--- src/rtl/rst_seq_monitor.sv ---
// rtl/rst_seq_monitor.sv - measures assert delay and pulse width of an asynchronous reset line
module rst_seq_monitor #(
    parameter int          CNT_W       = 16,
    parameter int          SYNC_STAGES = 2,
    parameter int          MON_POL     = 1,
    parameter int unsigned MIN_PULSE   = 2
) (
    input  logic             clk,
    input  logic             rst,
    input  logic             mon_rst,
    output logic             rpt_valid,
    input  logic             rpt_ready,
    output logic [CNT_W-1:0] rpt_delay,
    output logic [CNT_W-1:0] rpt_duration,
    output logic             rpt_sat,
    output logic             err_glitch,
    output logic             err_overrun
);

    localparam logic [CNT_W-1:0] CNT_MAX = '1;
    localparam logic [CNT_W-1:0] MIN_P   = MIN_PULSE[CNT_W-1:0];
    localparam logic             MON_ACT = (MON_POL != 0);

    typedef enum logic [1:0] {
        SYNC_WAIT,
        MEAS_LOW,
        MEAS_HIGH
    } state_t;

    state_t                 state;
    logic [SYNC_STAGES-1:0] sync_q;
    logic [2:0]             wait_cnt;
    logic [CNT_W-1:0]       cnt;
    logic                   cnt_sat;
    logic [CNT_W-1:0]       delay_q;
    logic                   delay_sat;
    logic                   mon_act;

    assign mon_act = (sync_q[SYNC_STAGES-1] == MON_ACT);

    always_ff @(posedge clk) begin
        if (rst) begin
            state        <= SYNC_WAIT;
            sync_q       <= {SYNC_STAGES{~MON_ACT}};
            wait_cnt     <= 3'd0;
            cnt          <= '0;
            cnt_sat      <= 1'b0;
            delay_q      <= '0;
            delay_sat    <= 1'b0;
            rpt_valid    <= 1'b0;
            rpt_delay    <= '0;
            rpt_duration <= '0;
            rpt_sat      <= 1'b0;
            err_glitch   <= 1'b0;
            err_overrun  <= 1'b0;
        end else begin
            sync_q     <= {sync_q[SYNC_STAGES-2:0], mon_rst};
            err_glitch <= 1'b0;
            if (rpt_valid && rpt_ready) begin
                rpt_valid <= 1'b0;
            end
            case (state)
                SYNC_WAIT: begin
                    cnt     <= '0;
                    cnt_sat <= 1'b0;
                    if (wait_cnt == 3'(SYNC_STAGES - 1)) begin
                        state <= MEAS_LOW;
                    end else begin
                        wait_cnt <= wait_cnt + 3'd1;
                    end
                end
                MEAS_LOW: begin
                    if (!mon_act) begin
                        if (cnt == CNT_MAX) cnt_sat <= 1'b1;
                        else                cnt     <= cnt + CNT_W'(1);
                    end else begin
                        delay_q   <= cnt;
                        delay_sat <= cnt_sat;
                        cnt       <= CNT_W'(1);
                        cnt_sat   <= 1'b0;
                        state     <= MEAS_HIGH;
                    end
                end
                MEAS_HIGH: begin
                    if (mon_act) begin
                        if (cnt == CNT_MAX) cnt_sat <= 1'b1;
                        else                cnt     <= cnt + CNT_W'(1);
                    end else begin
                        // The deasserting cycle already counts toward the next delay.
                        cnt     <= CNT_W'(1);
                        cnt_sat <= 1'b0;
                        state   <= MEAS_LOW;
                        if (cnt < MIN_P) begin
                            err_glitch <= 1'b1;
                        end else if (!rpt_valid || rpt_ready) begin
                            rpt_valid    <= 1'b1;
                            rpt_delay    <= delay_q;
                            rpt_duration <= cnt;
                            rpt_sat      <= delay_sat | cnt_sat;
                        end else begin
                            err_overrun <= 1'b1;
                        end
                    end
                end
                default: state <= SYNC_WAIT;
            endcase
        end
    end

endmodule

--- config.mk ---
export PLATFORM = sky130hd
export DESIGN_NAME = rst_seq_monitor
export DESIGN_NICKNAME = d
export VERILOG_FILES = /design/src/rtl/rst_seq_monitor.sv
export SDC_FILE = /design/constraint.sdc
export NUM_CORES = 1
export LEC_CHECK = 0
export CAP_MARGIN = 20
export CORE_MARGIN = 4
export CORE_UTILIZATION = 50
export CTS_CLUSTER_DIAMETER = 200
export DETAILED_ROUTE_END_ITERATION = 6
export HOLD_SLACK_MARGIN = 0.06
export PLACE_DENSITY = 0.85
export SKIP_CTS_REPAIR_TIMING = 1
export SYNTH_ARGS = -nofsm -noshare
export SYNTH_HDL_FRONTEND = slang
export SYNTH_SLANG_ARGS = --single-unit
--- constraint.sdc ---
create_clock -name clk -period 3.8 [get_ports clk]
set_input_delay 0.76 -clock clk [delete_from_list [all_inputs] [get_ports clk]]
set_output_delay 0.76 -clock clk [all_outputs]
set_load 0.005 [all_outputs]
==> flow_summary.yaml, run 1 <==
sta:
  maxSlewHeadroom_pct: 46.3
  tightest_slew_ns: 0.800
  layout_setup_ws_ns: 1.72
  setup-violations-final: 0
  drv_slew: 0
  setup_tns_ns: 0
  fin_worst_skew_ns: 0.00846
  period_minus_slack_ns: 2.08
  hold_viol: 0
  finalCritPeriodShare_pct: 54.8
  rsz0062_at_grt: "no"
  timing.fmax_mhz: 480
floorplanning:
  io_pins: 40
  die_x_um: 87.9
  core-area_um2: 6060
  die_area_um2: 7730
  placementRows: 28
  start_util_pct: 52.7
  die_y_um: 87.9
critical_path:
  cp-start-kind: "register"
  cp-startpoint: "cnt[0]$_SDFFE_PP0P_"
  cpPeakStageDelay_ns: 0.66
  path_cells: "ha_1 -> nand4_1 -> nor3_1 -> nand2_1 -> a31oi_1 -> o22a_1"
  worstPathArrival_ns: 2.37
  endpoint_kind: "register"
  critPathKind: "register to register"
  cpMaxStageDelayCell: "nor3_1"
  setup.worst_path.end: "cnt[5]$_SDFFE_PP0P_"
  crit_fanout: 7
  reg2reg_from: "cnt[0]$_SDFFE_PP0P_"
  reg2regPathDepth: 6
  required_ns: 4.09
  r2r_setup_slack_ns: 1.72
  r2r-end: "cnt[5]$_SDFFE_PP0P_"
power_and_ir_drop:
  power_density_nw_per_um2: 450
  p_comb_share_pct: 10.6
  power.internal_mw: 1.27
  p_leak_nw: 1.30
  total_power_mw: 1.70
  p_clk_share_pct: 39.5
  seqPwrFrac_pct: 49.9
  power.switching_mw: 0.429
  peakVddDrop_v: 0.000396
  switching_share_pct: 25.2
synth:
  synth-main-ff-cell: "dfxtp_1"
  synth_top_area_cell: "dfxtp_1"
  yosysMostFrequentCell: "nand2_1"
  yosysTopAreaCellShare_pct: 48.2
  synth.area.top_cells: "dfxtp_1, nand2_1, a21oi_1"
  synth_nets: 408
  seq_area_frac_synth_pct: 48.2
  ys_ff_latch: 77
  synth_cell_types: 43
  syn_inst: 396
  async_flop_share_pct: 0
  synth_edf_count: 0
  avgSynthCellArea_um2: 8.07
  synth-warning-count: 0
  syn_area_um2: 3200
  synth_common_cells: "nand2_1, dfxtp_1, a21oi_1, nor2_1"
detailed_routing:
  drc: 0
  wl_met1_um: 3160
  wl_met3_um: 574
  ant_nets: 0
  top_layer: "met4"
  viasPerCell: 5.59
  drt-total-wl_um: 7110
  dr.pass1.iters: 4
  vias: 2806
  wl_per_cell_um: 14.2
  met2_length_um: 3290
  drt_iter0_markers: 281
place:
  dpl_cell_area_um2: 3560
  hpwl_um: 4890
  numPortBuffers: 39
  gp_congestion: 0.886
  dp_slack_ns: 1.36
cts:
  cts_sinks: 77
  cts_max_path_buffers: 2
  path_clk_slew_ns: 0.08
  cts_tree: "done"
  cts_buffers: 9
  cts_max_level: 3
  root_buffer: "clkbuf_8"
  clkLatencyLatePin_ns: 0.35
global_routing:
  grt_pass1_vias: 2530
  grt_max_degree: 53
  grt_usage_pct: 19.9
  grt_pass1_wl_um: 12000
  grt_overflow: 0
  antenna_found_initial: 0
layout:
  drive_gt1_share_pct: 6.32
  antennaDiodeCount: 0
  multi_input_area_um2: 1480
  area_growth_pct: 18.3
  nFillCells: 527
  fin_area_um2: 3780
  regArea_um2: 1540
  fin_nets: 434
job:
  drv_cap: 0
min_path:
  hold_path_class: "register to register"
outcome:
  status: "completed"
==> final cells by class <==
type | instances | share of cell area [%]
clock inverter | 7 | 2.58
clock buffer | 9 | 3.28
sequential | 77 | 40.8
multi-input combinational | 283 | 39.2
inverter | 9 | 0.894
tap | 75 | 2.48
timing repair buffer | 42 | 10.8
==> worst max-delay path: cells and delay by family (launching register included) <==
family | cells | cell delay [ns]
AND/OR/NAND/NOR | 3 | 0.94
AO/OA/AOI/OAI | 2 | 0.34
flip-flops | 1 | 0.49
adder cells (fa/ha/maj) | 1 | 0.27
==> how the worst min path moves through the flow <==
stage / from / to / slack, ns / cells after the start
after floorplan: sync_q[0]$_SDFF_PP0_ / sync_q[1]$_SDFF_PP0_ / 0.41 / 1
after global placement: sync_q[0]$_SDFF_PP0_ / sync_q[1]$_SDFF_PP0_ / 0.42 / 1
after detailed placement: sync_q[0]$_SDFF_PP0_ / sync_q[1]$_SDFF_PP0_ / 0.43 / 1
after CTS: sync_q[0]$_SDFF_PP0_ / sync_q[1]$_SDFF_PP0_ / 0.45 / 1
after global routing: sync_q[0]$_SDFF_PP0_ / sync_q[1]$_SDFF_PP0_ / 0.47 / 1
final: sync_q[0]$_SDFF_PP0_ / sync_q[1]$_SDFF_PP0_ / 0.45 / 1
==> cells by family after synthesis <==
| logic type | share of synthesized area (%) |
|---|---|
| and+or+nand+nor | 25.0 |
| AOI/OAI and AO/OA | 15.9 |
| DFF | 48.2 |
| buffers and inverters | 5.40 |
| adders and majority gates | 3.13 |
| xor gates and xnor gates | 1.37 |
| muxes | 0.979 |
==> placed cells by master, fill, tap and decap left out, types with 5 or more instances in the layout <==
cell / n
dfxtp_1: 77
and3_1: 5
clkdlybuf4s50_1: 38
nor2_1: 21
inv_1: 9
nor3_1: 10
o21ai_0: 8
a21oi_1: 59
xnor2_1: 5
nand3_1: 6
ha_1: 8
a31oi_1: 7
clkbuf_8: 9
nand2_1: 111
==> metrics by stage <==
stage | instances | hold slack (ns) | utilization (%)
after floorplan | 396 | 0.414 | -
after global placement | 486 | 0.418 | 58.7
after detailed placement | 486 | 0.426 | 58.7
after CTS | 502 | 0.447 | 62.4
after global routing | 502 | 0.468 | 62.4
final | 502 | 0.453 | 62.4
==> flip-flops by register name (all words and copies together), names as in the netlist <==
register and cells:
delay_sat 1, rpt_valid 1, state 2, rpt_duration 16, err_glitch 1, rpt_sat 1, wait_cnt 3, delay_q 16
rpt_delay 16, sync_q 2, err_overrun 1, cnt_sat 1, cnt 16
==> routing by layer <==
| layer | track usage, % | vias to the layer above |
|---|---|---|
| met5 | 0 | - |
| met4 | 8.65 | 0 |
| met3 | 5.27 | 10 |
| met2 | 30.1 | 115 |
| met1 | 26.8 | 1289 |
| li1 | - | 1392 |
==> power by group through the flow <==
stage / clock network, mW / registers (mW) / logic [mW]
2_1_floorplan: 0 / 0.863 / 0.143
3_3_place_gp: 0 / 0.866 / 0.174
3_5_place_dp: 0 / 0.869 / 0.180
4_1_cts: 0.687 / 0.849 / 0.182
5_1_grt: 0.722 / 0.853 / 0.205
6_report: 0.672 / 0.849 / 0.180
No activity file was read; power rests on OpenSTA's default activity.
==> run 2, diff against run 1 <==
==> constraint.sdc (replaced) <==
create_clock -name clk -period 2.1 [get_ports clk]
set_input_delay 0.42 -clock clk [delete_from_list [all_inputs] [get_ports clk]]
set_output_delay 0.42 -clock clk [all_outputs]
set_load 0.005 [all_outputs]
==> flow_summary.yaml, run 2 (synthesized netlist as in run 1, its figures left out) <==
floorplanning:
  placementRows: 28
  start_util_pct: 52.7
  die_x_um: 87.9
  die_area_um2: 7730
  die_y_um: 87.9
  io_pins: 40
  core-area_um2: 6060
layout:
  area_growth_pct: 20.5
  nFillCells: 526
  drive_gt1_share_pct: 9.30
  final_cell_mix: "nand2_1, dfxtp_1, a21oi_1"
  finalNonFillerCells: 516
  final_common_cell: "nand2_1"
  fin_area_um2: 3850
  fin_nets: 448
  antennaDiodeCount: 0
  regArea_um2: 1540
  multi_input_area_um2: 1480
detailed_routing:
  ant_nets: 0
  drt-total-wl_um: 7490
  dr.pass1.iters: 5
  drt_iter0_markers: 211
  vias: 2875
  wl_per_cell_um: 14.5
  viasPerCell: 5.57
  drc: 0
power_and_ir_drop:
  power.internal_mw: 2.10
  peakVddDrop_v: 0.000584
  total_power_mw: 2.88
  p_leak_nw: 1.37
  p_comb_share_pct: 12.4
  power_density_nw_per_um2: 747
  power.switching_mw: 0.781
  seqPwrFrac_pct: 53.2
  p_clk_share_pct: 34.4
  switching_share_pct: 27.1
critical_path:
  cpMaxStageDelayCell: "dfxtp_1"
  cpPeakStageDelay_ns: 0.40
  path_cells: "inv_1 -> ha_1 -> mux2_2 -> nand3_1 -> nand2_1 -> o311ai_0 -> o31ai_1"
  required_ns: 2.33
  reg2regPathDepth: 7
  cp-start-kind: "register"
  r2r_setup_slack_ns: 0.21
  endpoint_kind: "register"
  critPathKind: "register to register"
  cp-startpoint: "state[1]$_SDFFE_PP0P_"
  crit_fanout: 6
  worstPathArrival_ns: 2.12
  reg2reg_from: "state[1]$_SDFFE_PP0P_"
place:
  numPortBuffers: 39
  hpwl_um: 5210
  place_inst: 498
  gp_congestion: 1.02
  dpl_cell_area_um2: 3660
min_path:
  hold_depth: 2
  hold_path_class: "input port to register"
  hp-start: "rst"
cts:
  cts_tree: "done"
  cts_sinks: 77
  path_clk_slew_ns: 0.08
  cts_max_level: 3
  cts_buffers: 9
  cts_max_path_buffers: 2
  root_buffer: "clkbuf_8"
  clkLatencyLatePin_ns: 0.35
global_routing:
  antenna_found_initial: 0
  grt_pass1_vias: 2489
  grt_max_degree: 57
  grt_overflow: 0
  grt_usage_pct: 20.0
  grt_pass1_wl_um: 11900
sta:
  rsz0062_at_grt: "no"
  timing.fmax_mhz: 528
  setup_tns_ns: 0
  maxSlewHeadroom_pct: 54.8
  period_minus_slack_ns: 1.89
  fin_worst_skew_ns: 0.0111
  hold_viol: 0
  whs_ns: 0.345
  drv_slew: 0
  setup-violations-final: 0
  tightest_slew_ns: 0.672
  finalCritPeriodShare_pct: 90.2
job:
  drv_cap: 0
outcome:
  status: "completed"
-- run 2: stage by stage --
stage	setup WS, ns	utilization [%]
4_1_cts	0.210	63.3
5_1_grt	0.0258	63.5
6_report	0.206	63.5
3_3_place_gp	0.307	60.4
2_1_floorplan	0.362	-
3_5_place_dp	0.227	60.4
-- run 2: final timing paths --
kind,to
setup / recovery,cnt[9]$_SDFFE_PP0P_
hold / removal,sync_q[1]$_SDFF_PP0_
setup reg to reg,cnt[9]$_SDFFE_PP0P_
hold reg to reg,sync_q[1]$_SDFF_PP0_
-- run 2: cell type report --
| cell class | instances | area share (%) |
|---|---|---|
| multi-input cells | 283 | 38.5 |
| clock buffers | 10 | 3.57 |
| repair buffers | 56 | 13.6 |
| clock inverters | 6 | 0.942 |
| well taps | 75 | 2.44 |
| flip-flops and latches | 77 | 40.0 |
| inverters | 9 | 0.877 |
-- run 2: critical path: cells and delay by family, from the launching register on --
family / cells / cell delay (ns)
muxes: 1 / 0.31
and+or+nand+nor: 2 / 0.44
adders and majority gates: 1 / 0.25
buffers and inverters: 1 / 0.09
DFF: 1 / 0.40
AOI/OAI and AO/OA: 2 / 0.27
-- run 2: power groups by stage --
stage	clock network, mW	logic, mW	registers (mW)
after detailed placement	0	0.353	1.57
after global routing	1.07	0.402	1.54
after floorplan	0	0.259	1.56
after global placement	0	0.333	1.56
final	0.988	0.358	1.53
after CTS	1.01	0.357	1.53
-- run 2: routing by layer --
metal,GRT usage (%),part of all wire (%),vias to the layer above
met5,0,0,-
met4,7.53,1.4,0
met3,5.74,7.8,13
met2,31.6,46,113
met1,26.0,44,1334
li1,-,-,1415
==> run 3, diff against run 2 <==
--- a/config.mk
+++ b/config.mk
@@ -5,13 +5,14 @@
 export SDC_FILE = /design/constraint.sdc
 export NUM_CORES = 1
 export LEC_CHECK = 0
+export ABC_AREA = 1
 export CAP_MARGIN = 20
 export CORE_MARGIN = 4
 export CORE_UTILIZATION = 50
 export CTS_CLUSTER_DIAMETER = 200
 export DETAILED_ROUTE_END_ITERATION = 6
 export HOLD_SLACK_MARGIN = 0.06
-export PLACE_DENSITY = 0.85
+export PLACE_DENSITY = 0.84
 export SKIP_CTS_REPAIR_TIMING = 1
 export SYNTH_ARGS = -nofsm -noshare
 export SYNTH_HDL_FRONTEND = slang
==> flow_summary.yaml, run 3 <==
detailed_routing:
  drt-total-wl_um: 7550
  drt_iter0_markers: 128
  viasPerCell: 4.81
  drc: 0
  dr.pass1.iters: 5
  ant_nets: 0
  wl_per_cell_um: 11.9
  vias: 3038
sta:
  hold_viol: 0
  drv_slew: 0
  tightest_slew_ns: 0.684
  timing.fmax_mhz: 575
  maxSlewHeadroom_pct: 54.3
  fin_worst_skew_ns: 0.0114
  setup_tns_ns: 0
  rsz0062_at_grt: "no"
  finalCritPeriodShare_pct: 82.9
  setup-violations-final: 0
  period_minus_slack_ns: 1.74
global_routing:
  antenna_found_initial: 0
  grt_max_degree: 66
  grt_pass1_wl_um: 12600
  grt_overflow: 0
  grt_usage_pct: 18.8
  grt_pass1_vias: 2760
power_and_ir_drop:
  p_leak_nw: 1.94
  power.internal_mw: 2.48
  seqPwrFrac_pct: 46.4
  p_comb_share_pct: 16.3
  peakVddDrop_v: 0.000718
  p_clk_share_pct: 37.3
  power.switching_mw: 0.977
  switching_share_pct: 28.3
  power_density_nw_per_um2: 829
outcome:
  status: "completed"
layout:
  regArea_um2: 1540
  final_cell_mix: "nand2_1, nor2_1, dfxtp_1"
  antennaDiodeCount: 0
  final_util_pct: 61.6
  fin_area_um2: 4170
  drive_gt1_share_pct: 6.16
  multi_input_area_um2: 1530
  fin_nets: 559
  area_growth_pct: 20.7
  final_common_cell: "nand2_1"
  finalNonFillerCells: 632
  nFillCells: 610
critical_path:
  r2r_setup_slack_ns: 0.36
  path_cells: "inv_1 -> ha_1 -> inv_1 -> o21ai_0 -> nand2_1 -> inv_1 -> o211ai_1 -> a21oi_1"
  cpPeakStageDelay_ns: 0.37
  cpLargestDelayFamily: "compound AO/OA/AOI/OAI gates"
  endpoint_kind: "register"
  crit_path_frequent_cell: "inv_1"
  worstPathArrival_ns: 2.02
  cpMaxStageDelayCell: "dfxtp_1"
  critPathKind: "register to register"
  cp-start-kind: "register"
  required_ns: 2.38
  cp_num_buf_inv: 3
  crit_fanout: 7
  r2r-end: "cnt[12]$_SDFFE_PP0P_"
  reg2regPathDepth: 8
  reg2reg_from: "state[1]$_SDFFE_PP0P_"
floorplanning:
  start_util_pct: 51.1
  core-area_um2: 6760
  die_area_um2: 8290
  placementRows: 30
  die_y_um: 91.1
  io_pins: 40
  die_x_um: 91.1
place:
  hpwl_um: 5340
  dpl_cell_area_um2: 3930
  gp_congestion: 0.890
  place_inst: 616
  numPortBuffers: 39
cts:
  cts_max_path_buffers: 2
  root_buffer: "clkbuf_8"
  cts_sinks: 77
  clkLatencyLatePin_ns: 0.35
  cts_max_level: 3
  path_clk_slew_ns: 0.08
  cts_buffers: 9
  cts_tree: "done"
synth:
  syn_inst: 506
  syn_area_um2: 3450
  yosysMostFrequentCell: "nand2_1"
  synth-warning-count: 0
  synth_top_area_cell: "dfxtp_1"
  synth-main-ff-cell: "dfxtp_1"
  seq_area_frac_synth_pct: 44.7
  synth_common_cells: "nand2_1, nor2_1, dfxtp_1, inv_1, a21oi_1"
  synth_cell_types: 26
  ys_ff_latch: 77
  yosysTopAreaCellShare_pct: 44.7
  synth_nets: 518
  avgSynthCellArea_um2: 6.82
  synth_edf_count: 0
  synth.area.top_cells: "dfxtp_1, nand2_1, nor2_1"
  async_flop_share_pct: 0
job:
  drv_cap: 0
min_path:
  hp-start: "sync_q[0]$_SDFF_PP0_"
  hold_depth: 2
  hold-path-endpoint: "sync_q[1]$_SDFF_PP0_"
  hold_path_class: "register to register"
-- run 3: cell types whose count changed in the layout (fill, tap and decap cells not counted), moves of 3 or more --
cell and change:
nor2b_1 -4, a31oi_1 -6, nand3_1 +10, nor3_1 -7, o21ai_0 +22, buf_4 -6
inv_1 +58, o31ai_1 -3, and3_1 -5, a21oi_1 -28, nand2_1 +10, clkinv_2 -3
xnor2_1 -5, nor2_1 +92
-- run 3: power by group through the flow --
| stage | Clock [mW] | Sequential, mW | Combinational (mW) |
|---|---|---|---|
| 2_1_floorplan | 0 | 1.63 | 0.397 |
| 3_3_place_gp | 0 | 1.63 | 0.533 |
| 3_5_place_dp | 0 | 1.64 | 0.564 |
| 4_1_cts | 1.31 | 1.60 | 0.567 |
| 5_1_grt | 1.38 | 1.61 | 0.661 |
| 6_report | 1.29 | 1.60 | 0.561 |
-- run 3: cell families after synthesis --
logic type | after synthesis | synth area share [%]
DFF | 77 | 44.7
adders and majority gates | 8 | 2.90
buffers and inverters | 89 | 11.0
AOI/OAI and AO/OA | 68 | 10.3
and+or+nand+nor | 264 | 31.2
-- run 3: layout make-up --
type | instances | share of cell area, %
sequential | 77 | 37.0
clock inverter | 5 | 1.95
tap | 80 | 2.40
clock buffer | 11 | 3.63
multi-input combinational | 340 | 36.7
timing repair buffer | 51 | 12.1
inverter | 68 | 6.13
-- run 3: through the flow --
stage / hold slack (ns) / power (mW) / worst slack, ns
3_5_place_dp: 0.398 / 2.20 / 0.371
4_1_cts: 0.410 / 3.48 / 0.365
2_1_floorplan: 0.388 / 2.02 / 0.532
6_report: 0.408 / 3.45 / 0.360
3_3_place_gp: 0.390 / 2.16 / 0.404
5_1_grt: 0.428 / 3.65 / 0.140
-- run 3: how the worst max path moves through the flow --
stage	slack, ns	depth (start not counted)	to	startpoint
3_5_place_dp	0.37	6	state[1]$_SDFFE_PP0P_	state[0]$_SDFFE_PP0P_
3_3_place_gp	0.40	8	rpt_duration[13]$_SDFFE_PP0P_	rpt_ready
5_1_grt	0.14	6	state[1]$_SDFFE_PP0P_	state[0]$_SDFFE_PP0P_
2_1_floorplan	0.53	10	cnt[3]$_SDFFE_PP0P_	cnt[1]$_SDFFE_PP0P_
4_1_cts	0.36	6	state[1]$_SDFFE_PP0P_	state[0]$_SDFFE_PP0P_
6_report	0.36	8	cnt[12]$_SDFFE_PP0P_	state[1]$_SDFFE_PP0P_
-- run 3: metal layers --
layer	part of all wire [%]	GRT usage [%]	wire length, um
met1	46	23.0	3480
met2	49	32.6	3690
met3	3.7	3.23	279
met4	1.4	7.66	103
met5	0	0	0
-- run 3: worst min-delay path: stages (launching register included) --
cell and delay (ns):
dfxtp_1 0.31, inv_1 0.04, nor2_1 0.03
